File: src/rtl/failval_rd_arbiter.sv
// Round-robin arbiter sharing one failVal ROM read port between two requesters.
// An in-order tag FIFO steers each returned ROM word back to the requester that issued its address.
module failval_rd_arbiter #(
  parameter int W_DATA = 13,
  parameter int W_ADDR = 12,
  parameter int DEPTH  = 4
) (
  input  logic                       clk,
  input  logic                       rst,
  input  logic                       req0_addr_valid,
  output logic                       req0_addr_ready,
  input  logic [W_ADDR-1:0]          req0_addr_data,
  input  logic                       req1_addr_valid,
  output logic                       req1_addr_ready,
  input  logic [W_ADDR-1:0]          req1_addr_data,
  output logic                       req0_data_valid,
  input  logic                       req0_data_ready,
  output logic signed [W_DATA-1:0]   req0_data,
  output logic                       req1_data_valid,
  input  logic                       req1_data_ready,
  output logic signed [W_DATA-1:0]   req1_data,
  output logic                       mem_addr_valid,
  input  logic                       mem_addr_ready,
  output logic [W_ADDR-1:0]          mem_addr_data,
  input  logic                       mem_data_valid,
  output logic                       mem_data_ready,
  input  logic signed [W_DATA-1:0]   mem_data,
  output logic [$clog2(DEPTH+1)-1:0] outstanding
);

  localparam int CW = $clog2(DEPTH + 1);
  localparam int PW = $clog2(DEPTH);

  logic [DEPTH-1:0] tags;
  logic [PW-1:0]    wr_ptr;
  logic [PW-1:0]    rd_ptr;
  logic [CW-1:0]    count;
  logic             last_grant;
  logic             lock;
  logic             lock_id;

  logic winner;
  logic winner_valid;
  logic not_full;
  logic not_empty;
  logic head;
  logic push;
  logic pop;

  // A stalled address keeps its grant until the ROM port takes it, so the address never changes under it.
  always_comb begin
    winner = 1'b0;
    if (lock) begin
      winner = lock_id;
    end else if (req0_addr_valid && req1_addr_valid) begin
      winner = ~last_grant;
    end else if (req1_addr_valid) begin
      winner = 1'b1;
    end
  end

  assign winner_valid    = winner ? req1_addr_valid : req0_addr_valid;
  assign not_full        = (count != CW'(DEPTH));
  assign not_empty       = (count != '0);
  assign head            = tags[rd_ptr];

  assign mem_addr_valid  = winner_valid && not_full;
  assign mem_addr_data   = winner ? req1_addr_data : req0_addr_data;
  assign req0_addr_ready = !winner && mem_addr_ready && not_full;
  assign req1_addr_ready = winner && mem_addr_ready && not_full;

  assign req0_data_valid = mem_data_valid && not_empty && !head;
  assign req1_data_valid = mem_data_valid && not_empty && head;
  assign req0_data       = mem_data;
  assign req1_data       = mem_data;
  assign mem_data_ready  = not_empty && (head ? req1_data_ready : req0_data_ready);

  assign push            = mem_addr_valid && mem_addr_ready;
  assign pop             = mem_data_valid && mem_data_ready;
  assign outstanding     = count;

  // Full is judged on the registered count, so a pop never frees a slot for a push in the same cycle.
  always_ff @(posedge clk or negedge rst) begin
    if (!rst) begin
      tags       <= '0;
      wr_ptr     <= '0;
      rd_ptr     <= '0;
      count      <= '0;
      last_grant <= 1'b1;
      lock       <= 1'b0;
      lock_id    <= 1'b0;
    end else begin
      if (push) begin
        tags[wr_ptr] <= winner;
        wr_ptr       <= wr_ptr + PW'(1);
        last_grant   <= winner;
        lock         <= 1'b0;
      end else if (mem_addr_valid && !mem_addr_ready) begin
        lock    <= 1'b1;
        lock_id <= winner;
      end
      if (pop) begin
        rd_ptr <= rd_ptr + PW'(1);
      end
      if (push && !pop) begin
        count <= count + CW'(1);
      end else if (pop && !push) begin
        count <= count - CW'(1);
      end
    end
  end

endmodule

File: config.mk
export PLATFORM = sky130hd
export DESIGN_NAME = failval_rd_arbiter
export DESIGN_NICKNAME = d
export VERILOG_FILES = /design/src/rtl/failval_rd_arbiter.sv
export SDC_FILE = /design/constraint.sdc
export NUM_CORES = 1
export LEC_CHECK = 0
export CORE_UTILIZATION = 25
export DETAILED_ROUTE_END_ITERATION = 16
export GPL_ROUTABILITY_DRIVEN = 1
export GPL_TIMING_DRIVEN = 1
export PLACE_DENSITY = 0.76
export SLEW_MARGIN = 10
export SYNTH_ARGS = -nofsm -noshare
export SYNTH_HDL_FRONTEND = slang
export SYNTH_SLANG_ARGS = --single-unit
File: constraint.sdc
create_clock -name clk -period 2.45 [get_ports clk]
set_clock_uncertainty 0.1 [all_clocks]
set_input_delay 0.735 -clock clk [delete_from_list [all_inputs] [get_ports clk]]
set_output_delay 0.735 -clock clk [all_outputs]
set_load 0.01 [all_outputs]
=== Word-level counts from Yosys, hierarchy flattened ===
Index checks and enable logic that the tools add are counted.

* Logic and storage cells: 57
* Output and inout bits: 47
* Bits in writable memories: 0
* Memory bits (read-only): 0
* Register bits after elaboration: 14
* Bits of input ports: 45
* Memories: 0
* Latch bits: 0

* Reductions and logical operators: 25
* Shifts and indexed selects: 0
* Order comparisons: 3
* Add/sub/neg operators: 4
* Bitwise logic cells: 2
* Mux-type cells: 15
* Divide/modulo/power cells: 0
* Equal/unequal tests: 1
* Multiply operators: 0

{| class="wikitable"
|+ Operators with widths
! cell !! count
|-
| 1-bit logical AND || 16
|-
| 12-bit 2-to-1 mux || 1
|-
| 1-bit 2-to-1 mux || 9
|-
| 2-bit by 3-bit < comparator with 1-bit output (second input constant) || 2
|-
| 3-bit 2-to-1 mux || 2
|-
| 1-bit zero test || 5
|-
| 2-bit by 1-bit adder with 2-bit output (second input constant) || 2
|-
| 4-bit bitwise mux || 1
|-
| 2-bit nonzero test || 2
|-
| 3-bit by 1-bit adder with 3-bit output (second input constant) || 1
|-
| 3-bit inequality test (second input constant) || 1
|-
| 3-bit nonzero test || 1
|-
| 3-bit by 1-bit subtractor with 3-bit output (second input constant) || 1
|-
| 1-bit binary-select mux with 2-bit select || 1
|-
| 1-bit demux with 2-bit select || 1
|-
| 2-bit by 1-bit greater-or-equal comparator with 1-bit output (second input constant) || 1
|-
| 1-bit NOT || 2
|-
| 2-bit AND reduction || 1
|}

=== Logic depth before layout (Yosys ltp) ===
* Word-level depth: 10
* Mapped depth: 10
* Mapped depth without buffers: 10

=== Worst setup path before layout ===
OpenSTA, ideal clock, no wires.

* Kind: in2out
* Start: in req0_addr_valid
* End: out mem_addr_data[0]
* Path buffers: 2
* Arrival time: 1.757 ns
* Setup slack: -0.142 ns
* Cell stages on the path: 5
* Data required time: 1.615 ns
* Cells stage by stage: buf_2 nand2_1 a21oi_2 buf_4 mux2_2

* Longest elaborated chain between the ends: 4

{| class="wikitable"
|+ RTL lines
! what !! line !! RTL
|-
| start, declared || 10 || <nowiki>input logic req0_addr_valid,</nowiki>
|-
| 1-bit logical AND || 55 || <nowiki>end else if (req0_addr_valid && req1_addr_valid) begin</nowiki>
|-
| 1-bit 2-to-1 mux || 55 ||
|-
| 1-bit 2-to-1 mux || 53 || <nowiki>if (lock) begin</nowiki>
|-
| 12-bit 2-to-1 mux || 68 || <nowiki>assign mem_addr_data = winner ? req1_addr_data : req0_addr_data;</nowiki>
|-
| end, declared || 24 || <nowiki>output logic [W_ADDR-1:0] mem_addr_data,</nowiki>
|}

Every way passes these cells.

=== Worst setup path in the final report ===
* Start: in req1_addr_valid
* End: out mem_addr_data[0]

* Longest elaborated chain between the ends: 4
* Elaborated cells between the ends (all ways): 5
* Classes of those cells: mux: 4; reduce/logical: 1

{| class="wikitable"
|+ RTL lines
! what !! line !! RTL
|-
| start, declared || 13 || <nowiki>input logic req1_addr_valid,</nowiki>
|-
| 1-bit 2-to-1 mux or 1-bit logical AND (tied branches) || 57, 55 ||
|-
| 1-bit 2-to-1 mux * || 55 ||
|-
| 1-bit 2-to-1 mux * || 53 ||
|-
| 12-bit 2-to-1 mux * || 68 ||
|}

Every way passes the cells marked *; elsewhere a longest branch is shown, timed or not.

==> results by group <==
Run status
  • Status: finished with violations
  • Violated checks: design-rule violations, negative setup slack

Logic synthesis
  • Cell Area, Synth: 1170 µm²
  • Yosys cell types: 30
  • Syn Inst Count: 118
  • Mapped Nets: 169
  • Number of synthesized register bits: 14
  • Number of flops mapped to enable cells by yosys: 0
  • Top-area cell type share of the netlist area: 27.7%
  • Syn Area/Cell: 9.94 µm²
  • Post-synthesis sequential area ratio: 30.0%
  • Synth area leader: dfrtp_1
  • Ys async rst share: 100%
  • Warning count from the yosys run: 0
  • Most area-consuming cells after synthesis: dfrtp_1 (28%), buf_4 (17%), mux2_2 (13%), ha_1 (5.3%), mux2i_1 (5.1%)
  • Prevailing post-synth register cell: dfrtp_1

Worst setup path
  • Startpoint Class: input pin
  • Worst setup EP type: primary output
  • Reg2Reg Launch Point: rd_ptr[1]$_DFFE_PN0P_
  • Critical path class: input pin to primary output
  • Worst path required time: 1620 ps
  • Worst setup path startpoint: req1_addr_valid
  • Flop-to-flop setup slack: 70 ps
  • Critical Path AT: 1740 ps
  • Largest fanout on the critical path: 6

Timing
  • Max-slew violation total from the final report: 0
  • Fin crit share: 105%
  • Fin crit period: 2580 ps
  • Slew @ Worst Pin: 633 ps
  • Setup ws final: -128 ps
  • Normalized max-slew margin: 57.7%
  • Fin Hold WS: 412 ps
  • Fmax: 388 MHz
  • RSZ-0062 raised after global routing: yes
  • # setup viols final: 12
  • Final Hold Fails: 0

Finish
  • # fillers: 418
  • Final core occ: 44.1%
  • Non-Filler Instances: 230
  • Ratio of cells with drive above 1 in the final layout: 47.8%
  • Area Overhead vs Synth: 67.2%
  • Fin area: 1960 µm²
  • Number of diodes: 0
  • Layout Nets: 230
  • Area occupied by multi-input gates: 688 µm²
  • FF/Latch Area: 352 µm²

CTS
  • Clock Path Buffers: 2
  • CTS buffer count: 3
  • Clk_lat worst skew: 250 ps
  • # H-tree levels: 1
  • Clock sink count: 14
  • CTS tree: built
  • Root buf cell: clkbuf_8
  • Clock-pin slew on the worst setup and hold paths: 50 ps

Routing
  • Post-route ant nets: 0
  • DR WL/cell: 13.8 µm
  • Initial DRC Count: 28
  • Pre-Repair DR Iteration Count: 10
  • DRC Markers: 4
  • Vias per cell: 4.34
  • Final WL: 3190 µm
  • Via count: 999

Die
  • Die area: 4970 µm²
  • FP Rows: 24
  • Io pins: 92
  • Die height: 70.5 µm
  • Core box area: 4440 µm²
  • Die W: 70.5 µm
  • Starting Density: 26.4%

Flow run
  • Max-Cap Viols: 0

Worst hold path
  • Hold path startpoint: tags[1]$_DFFE_PN0P_
  • Worst hold path type: register to register

Global route
  • Largest net degree at the start of global routing: 15
  • Initial antenna violation count: 0
  • GR Overflow Total: 0
  • First-pass GRT wire length: 4870 µm
  • Total GRT Usage: 12.6%
  • Vias in the first global route: 1051

Power
  • VDD IR max: 0.371 mV
  • Pleak: 0.951 nW
  • Power per cell area: 1230 nW/µm²

Place
  • Buffers on Ports: 52
  • Worst slack at placement: -894 ps
  • Gpl congestion: 0.724
  • Placed standard-cell area: 1740 µm²
  • Dpl hpwl: 2250 µm
  • Placed Cells incl. Taps: 216
cell families (layout without fill, tap and decap cells):
family                   Yosys count  count (layout)  synth area share [%]
multiplexers                      20              20                  18.6
AND/OR/NAND/NOR                   26              26                  11.2
adder cells (fa/ha/maj)            6               6                  7.04
AO/OA/AOI/OAI                     13              13                  9.18
XOR/XNOR                           5               5                  3.74
flip-flops                        14              14                  30.0
buffers and inverters             34              94                  20.3
routing by layer:
layer | vias up | share of wire, % | GRT usage (%)
met5 | - | 0 | 0
met4 | 0 | 0.88 | 4.99
met3 | 5 | 3.1 | 2.89
met2 | 8 | 57 | 23.4
met1 | 487 | 39 | 13.6
li1 | 499 | - | -
synth_stat cells, drive strengths merged (2+ instances only):
cell type and n:
dfrtp 13, ha 5, nand2b 2, nand3 4
nor3 2, nor2 6, a32o 4, xnor2 2
xor2 3, nor2b 2, o21ai 2, o31ai 3
buf 29, mux2i 6, mux2 14, nand2 6
inv 5
through the flow:
stage          power [mW]  TNS [ps]
2_1_floorplan        1.25     -57.4
3_3_place_gp         1.87    -14360
3_5_place_dp         1.90    -15080
4_1_cts              2.36     -1790
5_1_grt              2.58     -1980
6_report             2.41     -1440
final cells by class:
cell class	instances	area share (%)
clock buffers	4	2.81
inverters	5	0.957
multi-input cells	70	35.1
flip-flops and latches	14	17.9
well taps	52	3.32
repair buffers	85	39.9
worst max-delay path, stage by stage:
cell     delay, ps
buf_6           90
nor2b_4        130
a21oi_4        180
buf_6          170
mux2_4         320
buf_6          120
what timing repair did:
| item | in CTS | in global routing |
|---|---|---|
| setup buffers | 7 | 4 |
| resized for setup | 110 | 16 |
| hold buffers | 0 | 0 |
| cloned | 1 | 0 |
| endpoints found under the setup margin | 20 | 15 |
| pin swaps | 2 | 6 |
power by group:
| group | internal (mW) | total (mW) | switching [mW] |
|---|---|---|---|
| combinational | 1.04 | 1.72 | 0.685 |
| clock | 0.142 | 0.227 | 0.0846 |
| sequential | 0.362 | 0.458 | 0.0962 |
sequential cells by signal, indices dropped and copies added, names as in the netlist:
name         flops
tags             4
outstanding      3
rd_ptr           2
wr_ptr           2
last_grant       1
lock             1
lock_id          1
layout by cell type (no fill, tap or decap), types with 5 or more instances in the layout:
cell type,n
buf_2,5
nand2_1,5
buf_6,18
buf_4,29
dfrtp_1,13
clkdlybuf4s50_1,28
mux2_4,13
final timing paths:
kind,end,depth (start not counted)
hold reg to reg,tags[1]$_DFFE_PN0P_,1
setup reg to reg,outstanding[2]$_DFFE_PN0P_,10
max in group asynchronous,outstanding[0]$_DFFE_PN0P_,1
setup / recovery,mem_addr_data[0],6
hold / removal,tags[1]$_DFFE_PN0P_,1
min in group asynchronous,lock_id$_DFFE_PN0P_,1
Note: power is estimated with default switching activity, not from simulation.
